===== src/rtl/seg7_pkg.sv =====
// seg7_pkg: shared segment encoding, hex table and capture FSM states
package seg7_pkg;
  localparam int SEG_A = 0;
  localparam int SEG_B = 1;
  localparam int SEG_C = 2;
  localparam int SEG_D = 3;
  localparam int SEG_E = 4;
  localparam int SEG_F = 5;
  localparam int SEG_G = 6;
  localparam int SEG_DP = 7;
  localparam int DIGITS = 6;
  localparam logic [6:0] HEX_SEG [16] = '{
    7'h3F, 7'h06, 7'h5B, 7'h4F, 7'h66, 7'h6D, 7'h7D, 7'h07,
    7'h7F, 7'h6F, 7'h77, 7'h7C, 7'h39, 7'h5E, 7'h79, 7'h71
  };
  typedef enum logic [1:0] {IDLE, FILTER, HOLD} slot_state_t;
endpackage


===== src/rtl/seg7_pattern_decoder.sv =====
// seg7_pattern_decoder: maps a gfedcba pattern back to its hex nibble
module seg7_pattern_decoder
  import seg7_pkg::*;
(
  input  logic [6:0] pattern,
  output logic       valid,
  output logic       blank,
  output logic [3:0] nibble
);
  assign blank = pattern == 7'h00;
  // search the shared table; entries are unique so at most one hit
  always_comb begin
    valid = 1'b0;
    nibble = 4'd0;
    for (int i = 0; i < 16; i++)
      if (pattern == HEX_SEG[i]) begin
        valid = 1'b1;
        nibble = 4'(i);
      end
  end
endmodule


===== src/rtl/seg7_display_capture.sv =====
// seg7_display_capture: recovers a 6-digit hex frame from a scanned 7-segment display bus
module seg7_display_capture
  import seg7_pkg::*;
#(
  parameter int STABLE_CYCLES = 4,
  parameter int TIMEOUT_CYCLES = 100000,
  parameter bit SEG_ACTIVE_LOW = 1'b0,
  parameter bit EN_ACTIVE_LOW = 1'b0
) (
  input  logic        clk,
  input  logic        reset_n,
  input  logic [7:0]  display_led_segments,
  input  logic [5:0]  display_segment_enable,
  output logic [23:0] data,
  output logic [5:0]  digit_enable,
  output logic [5:0]  decimal_point_enable,
  output logic        frame_valid,
  output logic        decode_error,
  output logic        display_lost
);
  localparam int TW = $clog2(TIMEOUT_CYCLES + 1);
  localparam logic [TW-1:0] TMAX = TW'(TIMEOUT_CYCLES);
  localparam logic [7:0] SMAX = 8'(STABLE_CYCLES);
  localparam logic [13:0] RAW_IDLE = {{DIGITS{EN_ACTIVE_LOW}}, {8{SEG_ACTIVE_LOW}}};
  logic [13:0] sync1, sync2, prev, cur;
  slot_state_t state, state_next;
  logic [7:0] cnt, cnt_next;
  logic accept, one_hot, pat_valid, pat_blank, acc_err, publish, lost_next, err;
  logic [3:0] pat_nibble;
  logic [5:0] slot_en, seen, shadow_en, shadow_dp;
  logic [23:0] shadow_nib;
  logic [TW-1:0] tcnt;
  // xor with the idle level normalizes polarity: 1 = lit / enabled
  assign cur = sync2 ^ RAW_IDLE;
  assign slot_en = cur[13:8];
  assign one_hot = (slot_en != 6'd0) && ((slot_en & (slot_en - 6'd1)) == 6'd0);
  assign acc_err = accept && (!one_hot || (!pat_valid && !pat_blank));
  assign publish = seen == 6'h3F;
  assign lost_next = !accept && (tcnt >= TMAX - 1'b1);
  assign display_lost = tcnt == TMAX;
  seg7_pattern_decoder u_dec (
    .pattern(cur[SEG_G:SEG_A]),
    .valid  (pat_valid),
    .blank  (pat_blank),
    .nibble (pat_nibble)
  );
  // two-flop synchronizer, reset to the undriven (idle) pin level
  always_ff @(posedge clk or negedge reset_n)
    if (!reset_n) {sync2, sync1} <= {RAW_IDLE, RAW_IDLE};
    else {sync2, sync1} <= {sync1, {display_segment_enable, display_led_segments}};
  // slot state, stability count and previous sample
  always_ff @(posedge clk or negedge reset_n)
    if (!reset_n) begin
      state <= IDLE;
      cnt <= 8'd0;
      prev <= 14'd0;
    end else begin
      state <= state_next;
      cnt <= cnt_next;
      prev <= cur;
    end
  // any change restarts filtering; one more identical sample past the count accepts once
  always_comb begin
    state_next = state;
    cnt_next = cnt;
    accept = 1'b0;
    if (cur != prev) begin
      state_next = (slot_en == 6'd0) ? IDLE : FILTER;
      cnt_next = 8'd1;
    end else if (state == FILTER) begin
      if (cnt >= SMAX) begin
        state_next = HOLD;
        accept = 1'b1;
      end else cnt_next = cnt + 8'd1;
    end
  end
  // shadow frame assembly, publish, error accumulation and loss timeout
  always_ff @(posedge clk or negedge reset_n)
    if (!reset_n) begin
      data <= 24'd0;
      digit_enable <= 6'd0;
      decimal_point_enable <= 6'd0;
      frame_valid <= 1'b0;
      decode_error <= 1'b0;
      err <= 1'b0;
      seen <= 6'd0;
      tcnt <= '0;
      shadow_nib <= 24'd0;
      shadow_en <= 6'd0;
      shadow_dp <= 6'd0;
    end else begin
      frame_valid <= publish;
      decode_error <= (publish ? err : decode_error) | acc_err;
      err <= (publish ? 1'b0 : err) | acc_err;
      seen <= ((publish || lost_next) ? 6'd0 : seen) | ((accept && one_hot) ? slot_en : 6'd0);
      tcnt <= accept ? '0 : lost_next ? TMAX : tcnt + 1'b1;
      if (publish) begin
        data <= shadow_nib;
        digit_enable <= shadow_en;
        decimal_point_enable <= shadow_dp;
      end
      for (int k = 0; k < DIGITS; k++)
        if (accept && one_hot && slot_en[k]) begin
          shadow_nib[4*k +: 4] <= pat_valid ? pat_nibble : 4'd0;
          shadow_en[k] <= pat_valid;
          shadow_dp[k] <= cur[SEG_DP];
        end
    end
endmodule


===== config.mk =====
export PLATFORM = sky130hd
export DESIGN_NAME = seg7_display_capture
export DESIGN_NICKNAME = d
export VERILOG_FILES = /design/src/rtl/seg7_pkg.sv /design/src/rtl/seg7_pattern_decoder.sv /design/src/rtl/seg7_display_capture.sv
export SDC_FILE = /design/constraint.sdc
export NUM_CORES = 1
export LEC_CHECK = 0
export BUFFER_PORTS_ARGS = -buffer_cell sky130_fd_sc_hd__buf_2
export CAP_MARGIN = 20
export CORE_MARGIN = 10
export CORE_UTILIZATION = 57
export DETAILED_ROUTE_END_ITERATION = 16
export HOLD_SLACK_MARGIN = 0.02
export PLACE_DENSITY = 0.85
export SLEW_MARGIN = 20
export SYNTH_ARGS = -nofsm -noshare
export SYNTH_HDL_FRONTEND = slang
export SYNTH_SLANG_ARGS = --single-unit

===== constraint.sdc =====
create_clock -name clk -period 2.6 [get_ports clk]
set_input_delay 0.52 -clock clk [delete_from_list [all_inputs] [get_ports clk]]
set_output_delay 0.52 -clock clk [all_outputs]
set_load 0.05 [all_outputs]

Yosys cells after proc, flatten, opt, wreduce, memory -nomap -nowiden
Index checks and enable logic that the tools add are counted.

storage, ports and cells
  register bits = 150
  bits in latches = 0
  bits in writable memories = 0
  bits in read-only memories = 0
  output and inout bits = 39
  word-level logic and storage cells = 134
  memories kept = 0

cells by class
  add/sub/neg operators = 3
  multipliers = 0
  divide/modulo/power cells = 0
  order comparisons = 2
  equality and inequality tests = 21
  shift operators = 0
  muxes and demuxes = 48
  bitwise gates (word level) = 4
  reductions and logical operators = 25

operators with widths
  operator               count
  $eq 7x7->1 const B     12
  $mux 4                 9
  $mux 17                2
  $mux 8                 3
  $mux 1                 23
  $add 17x1->17 const B  1
  $eq 17x17->1 const B   1
  $ge 17x17->1 const B   1
  $eq 7x3->1 const B     2
  $eq 7x6->1 const B     2
  $ne 14x14->1           1
  $logic_not 6->1        2
  $mux 3                 4
  $mux 6                 2
  $logic_and 1x1->1      11
  $mux 2                 5
  $add 8x1->8 const B    1
  $ge 8x3->1 const B     1
  $logic_not 7->1        1
  $and 6x6->6            1
  $eq 6x6->1 const B     1
  $or 6x6->6             1
  $reduce_bool 6->1      1
  $sub 6x1->6 const B    1
  other kinds (7)        14

Logic depth before layout (Yosys ltp)
Gate-level depths: netlist of run 1.

  depth in word-level cells = 22
  mapped depth = 9
  mapped depth without buffers = 6

Cells and area by module
From an unflattened synthesis of run 1, not the netlist that was laid out.

unflattened totals
  cells, all modules = 531
  area total of the unflattened synthesis = 6,173.4 µm²

by module, submodules not included
  module                instances  cells an instance  area each (µm²)  sequential area each (µm²)
  seg7_display_capture  1          476                5,818.1          3,753.6
  seg7_pattern_decoder  1          55                 355.3            0.0

Worst setup path before layout of run 1
Ideal clock, no wire load.

  kind = flip-flop to output port
  start point = reg tcnt[14]
  end point = out display_lost
  arrival time = 1,693 ps
  setup slack = 387 ps
  cell stages (with the launch flop) = 4
  path through = dfrtp_1 or4_1 nor4_1 and3_1

between the ends
  longest elaborated chain between the ends = 1

RTL lines
  element                 line                        text
  from (decl)             seg7_display_capture.sv:32  logic [TW-1:0] tcnt;
  from (signal assigned)  seg7_display_capture.sv:96  tcnt <= accept ? '0 : lost_next ? TMAX : tcnt + 1'b1;
  $eq 17x17->1            seg7_display_capture.sv:40  assign display_lost = tcnt == TMAX;
  to (decl)               seg7_display_capture.sv:19  output logic display_lost

No other way between the ends.

Worst setup path in the final report of run 1
  start point = reg tcnt[11]
  end point = out display_lost

The elaborated chain is that of the path after synthesis.

==> results of run 1 <==
==> final cells by class <==
class                      instances  area share [%]
timing repair buffer              72            5.89
tap                              140            2.38
inverter                          11           0.561
multi-input combinational        359            31.9
sequential                       150            51.0
clock buffer                      18            5.68
clock inverter                    14            2.57
==> metrics by stage <==
stage,worst slack (ns),area (sq um),cells,utilization [%]
2_1_floorplan,0.387,6250,544,-
3_3_place_gp,0.294,6710,730,62.1
3_5_place_dp,0.270,6710,730,62.1
4_1_cts,0.0200,7360,764,68.2
5_1_grt,-0.0337,7360,764,68.2
6_report,0.0410,7360,764,68.2
==> worst min path at each step <==
stage                     slack (ns)                      start        end  cells past startpoint
final                           0.09    display_led_segments[5]   sync1[5]                      1
after global routing            0.07  display_segment_enable[3]  sync1[11]                      1
after CTS                       0.07    display_led_segments[2]   sync1[2]                      1
after detailed placement        0.33                   sync1[1]     cur[1]                      0
after global placement          0.33                   sync1[6]     cur[6]                      0
after floorplan                 0.22                    reset_n     cnt[0]                      0
==> flip-flops by register name (all words and copies together) (netlist names) <==
| name | cells |
|---|---|
| cnt | 8 |
| cur | 14 |
| data | 24 |
| decimal_point_enable | 6 |
| decode_error | 1 |
| digit_enable | 6 |
| err | 1 |
| frame_valid | 1 |
| prev | 14 |
| seen | 6 |
| shadow_dp | 6 |
| shadow_en | 6 |
| shadow_nib | 24 |
| state | 2 |
| sync1 | 14 |
| tcnt | 17 |
==> report_power, final <==
group          internal (mW)  switching [mW]  total, mW
clock network           1.49            1.03       2.52
logic                 0.0626           0.110      0.173
registers               2.37          0.0267       2.39
==> logic make-up after synthesis <==
kind of cell               Yosys count  share of synthesized area [%]
xor gates and xnor gates            32                           4.48
AOI/OAI and AO/OA                   43                           4.64
buffers and inverters               35                           2.78
DFF                                150                           60.0
adders and majority gates            4                          0.800
and+or+nand+nor                    243                           18.8
muxes                               37                           8.44
==> cell usage in the layout (no fill, tap or decap), types with 3 or more instances in the layout <==
master     synthesis  final
buf_2              4     52
nand2_1          145    145
mux2_4            30     30
inv_6              0      5
nor2b_1            4      4
nand4_1            8      8
o21ai_1            5      5
ha_1               4      4
inv_1              9      9
buf_4              1     16
or3_1              6      6
nor3_1             8      8
dfrtp_1          150    150
xnor2_1           21     21
nor2_1            28     28
a31oi_1            4      4
nand2b_1           3      3
and3_1             3      3
bufinv_16          0      3
nand3_1           10     10
xor2_1            11     11
mux2_1             6      6
clkbuf_16          0     16
nand3b_4           4      4
a21oi_1           19     19
and2_1             5      5
==> repair_timing <==
action / 4_1_cts / 5_1_grt
pin swaps: 3 / 0
setup buffers: 1 / 0
gates resized for setup: 5 / 0
gates cloned: 0 / 0
endpoints found under the hold margin: 27 / 0
hold buffers: 1 / 0
endpoints found under the setup margin: 1 / 1
==> layer usage <==
metal	part of all wire [%]	global-route usage, %	vias to the layer above	wire [microns]
met4	2.2	8.09	0	280
met5	0	0	-	0
li1	-	-	1940	-
met2	50	27.1	131	6420
met3	5.2	4.89	29	669
met1	43	20.7	2085	5490
==> results.yml, run 1 <==
floorplanning:
  dieWidth_microns: 125
  die_h_microns: 125
  initial_core_util_pct: 58.0
  num_rows: 38
  core_region_area_sq_um: 10800
  io_pins: 55
  dieArea_sq_um: 15600
synth:
  syn-instance-count: 544
  synth_top_area_share_pct: 60.0
  synth_flop_cell: "dfrtp_1"
  synthDistinctLibCells: 56
  ys_seq_area_share_pct: 60.0
  synth_seq_cells: 150
  synth_warnings: 0
  synth_area_sq_um: 6250
  synth_nets: 564
  synthArstFlopShare_pct: 100
  avgSynthCellArea_sq_um: 11.5
  synth_edf_count: 0
  synthTopCellsByCount: "dfrtp_1 (150), nand2_1 (145), mux2_4 (30)"
  synthTopCellsByArea: "dfrtp_1 (60%), nand2_1 (8.7%), mux2_4 (7.2%)"
  synth_most_common_cell: "dfrtp_1"
  synth.largest_area_cell: "dfrtp_1"
cts:
  numCtsBuffers: 17
  clockBufferDepth: 2
  clock_sinks: 150
  path_clk_slew_ns: 0.07
  clkLatencyLatePin_ns: 0.54
  h-tree-depth: 4
  cts_tree: "built"
  clockRootBuffer: "clkbuf_8"
cells_and_area:
  drive_gt1_share_pct: 24.0
  regArea_sq_um: 3750
  num_antenna_cells: 0
  syn2layout_area_growth_pct: 17.6
  nNetsFinal: 631
  multi_input_area_sq_um: 2350
  fill_cells: 702
worst_setup_path:
  crit_buf_inv: 1
  cp_max_fo: 3
  cp.depth: 4
  start_kind: "flop"
  critPathSlowestCell: "or4_4"
  rr_endpoint: "shadow_nib[14]"
  r2r_setup_slack_ns: 0.28
  critical_path.reg2reg.startpoint: "cur[13]"
  crit_start: "tcnt[11]"
  crit_family: "simple AND/OR/NAND/NOR gates"
  crit_end: "display_lost"
  crit_required_ns: 2.08
  criticalPathCategory: "reg -> out"
  reg2reg_depth: 7
  cp_slowest_stage_delay_ns: 0.56
  cp_cell_sequence: "or4_4, nor4_4, and3_1, buf_6"
  critPathArrivalTime_ns: 2.04
  crit_path_end_kind: "output pin"
sta:
  setup_viol: 0
  slew_headroom_pct: 51.5
  rsz0062_at_grt: "true"
  whs_ns: 0.0870
  worst_pin_slew_ns: 0.726
  hold_violations: 0
  skew_ns: 0.0106
  fin_setup_tns_ns: 0
  fmax_mhz: 391
  finalMaxSlewViolations: 0
  fin_crit_ns: 2.56
  finalCritPeriodShare_pct: 98.4
global_routing:
  grt_pass1_vias: 4355
  grt_pass1_wl_mm: 21.7
  antenna_found_initial: 0
  grt_max_degree: 73
  grt_overflow: 0
  grt_util_all_layers_pct: 17.0
drt:
  viasPerCell: 5.48
  drtIter0Drc: 340
  num_vias: 4185
  ant_nets: 0
  drt_wl_total_mm: 12.9
  drc: 0
  drt_pass1_iterations: 5
  wl_per_cell_microns: 16.8
placed_design:
  portBuffers: 54
  place_congestion: 0.844
  dpl.hpwl_mm: 8.35
power_and_ir_drop:
  p_per_area_nw_per_um2: 692
  vdd_drop_max_uv: 556
  power.total_mw: 5.09
  p_leak_nw: 3.84
run:
  drv_cap: 0
min_path:
  min_path_type: "in -> reg"
outcome:
  outcome: "complete, no violations"
No activity file was read; power rests on OpenSTA's default activity.
==> inputs of run 2 (changes only) <==
==> constraint.sdc (replaced) <==
create_clock -name clk -period 2.95 [get_ports clk]
set_input_delay 0.59 -clock clk [delete_from_list [all_inputs] [get_ports clk]]
set_output_delay 0.59 -clock clk [all_outputs]
set_load 0.05 [all_outputs]
==> run 2 against run 1 <==
  * Clock skew barely moved
  * Sequential cell count is the same
  * Critical endpoint unchanged
  * Worst setup slack better by 0.15 ns
  * Clock power is 17% lower
==> results.yml, run 2 (same netlist as run 1, synthesis figures left out) <==
cells_and_area:
  drive_gt1_share_pct: 23.1
  fill_cells: 726
  layout_commonest_cell: "dfrtp_1"
  layout_common_cells: "dfrtp_1 (150), nand2_1 (145), buf_2 (52), mux2_4 (30), nor2_1 (28)"
  num_antenna_cells: 0
  nNetsFinal: 622
  syn2layout_area_growth_pct: 15.6
  postLayoutCoreUtil_pct: 67.0
  largestRegisters: "data: 24 flops, shadow_nib: 24 flops, tcnt: 17 flops"
power_and_ir_drop:
  p_leak_nw: 3.78
  vdd_drop_max_uv: 543
  p_per_area_nw_per_um2: 600
drt:
  drc: 0
  drtIter0Drc: 369
  drt_wl_total_mm: 12.6
  viasPerCell: 5.44
  wl_per_cell_microns: 16.7
  num_vias: 4107
  ant_nets: 0
  drt_pass1_iterations: 5
worst_setup_path:
  critical_path.reg2reg.startpoint: "cur[4]"
  criticalPathCategory: "reg -> out"
  cp_max_fo: 3
  cp_cell_sequence: "or4_1, nor4_2, and3_1, buf_4"
  crit_start: "tcnt[14]"
  crit_path_end_kind: "output pin"
  start_kind: "flop"
  critPathSlowestCell: "or4_1"
  critPathArrivalTime_ns: 2.17
  crit_buf_inv: 1
  cp_slowest_stage_delay_ns: 0.60
  crit_family: "simple AND/OR/NAND/NOR gates"
  crit_required_ns: 2.36
sta:
  rsz0062_at_grt: "false"
  finalCritPeriodShare_pct: 93.5
  fin_crit_ns: 2.76
  worst_pin_slew_ns: 0.839
  hold_violations: 0
  finalMaxSlewViolations: 0
  fmax_mhz: 362
  fin_setup_tns_ns: 0
  skew_ns: 0.0108
  slew_headroom_pct: 43.7
  setup_viol: 0
cts:
  cts_hold_buf: 0
  numCtsBuffers: 17
  clockRootBuffer: "clkbuf_8"
  clkLatencyLatePin_ns: 0.54
  clock_sinks: 150
  path_clk_slew_ns: 0.07
  clockBufferDepth: 2
  h-tree-depth: 4
  cts_tree: "built"
floorplanning:
  dieWidth_microns: 125
  die_h_microns: 125
  dieArea_sq_um: 15600
  core_region_area_sq_um: 10800
  io_pins: 55
  num_rows: 38
  initial_core_util_pct: 58.0
min_path:
  min_path_type: "in -> async"
global_routing:
  antenna_found_initial: 0
  grt_max_degree: 62
  grt_pass1_wl_mm: 21.3
  grt_pass1_vias: 4261
  grt_overflow: 0
  grt_util_all_layers_pct: 16.6
placed_design:
  portBuffers: 54
  dpl.hpwl_mm: 8.12
  place_congestion: 0.828
run:
  drv_cap: 0
outcome:
  outcome: "complete, no violations"
[run 2: per-stage QoR]
stage / power, mW / hold slack [ns] / area (sq um) / std cells / setup slack (ns)
3_5_place_dp: 2.29 / 0.336 / 6650 / 723 / 0.562
4_1_cts: 4.37 / 0.0242 / 7230 / 755 / 0.0444
6_report: 4.34 / 0.0187 / 7230 / 755 / 0.191
3_3_place_gp: 2.29 / 0.332 / 6650 / 723 / 0.608
5_1_grt: 4.48 / 0.0470 / 7230 / 755 / 0.0874
2_1_floorplan: 2.22 / 0.294 / 6250 / 544 / 0.667
[run 2: final cells by class]
| class | instances | area (sq um) | area share, % |
|---|---|---|---|
| clock buffers | 17 | 414 | 5.73 |
| multi-input cells | 359 | 2330 | 32.3 |
| flip-flops and latches | 150 | 3750 | 51.9 |
| inverters | 11 | 41.3 | 0.571 |
| repair buffers | 63 | 359 | 4.96 |
| clock inverters | 15 | 156 | 2.16 |
| well taps | 140 | 175 | 2.42 |
[run 2: where the power goes]
part	switching [mW]	internal [mW]
sequential	0.0371	2.09
combinational	0.0814	0.0486
clock	0.935	1.15
[run 2: layer usage]
| metal | part of all wire [%] | GRT usage, % | vias up |
|---|---|---|---|
| li1 | - | - | 1930 |
| met1 | 43 | 20.4 | 2018 |
| met2 | 49 | 26.9 | 130 |
| met3 | 5.3 | 5.40 | 29 |
| met4 | 1.8 | 5.96 | 0 |
| met5 | 0 | 0 | - |
[run 2: final timing paths]
check                                 endpoint  slack (ns)  cells after the start
worst max-delay path              display_lost        0.19                      4
max in group asynchronous             sync1[4]        2.22                      2
worst min-delay path                   tcnt[0]        0.02                      1
worst max register to register  shadow_nib[22]        0.54                      7
min in group clk                      sync1[3]        0.15                      1
worst min register to register          cur[8]        0.34                      0
[run 2: timing repair]
item | CTS | global route
gates cloned | 0 | 0
setup buffers | 0 | 0
endpoints found under the setup margin | 1 | 1
endpoints found under the hold margin | 0 | 0
gates resized for setup | 1 | 1
pin swaps | 0 | 1
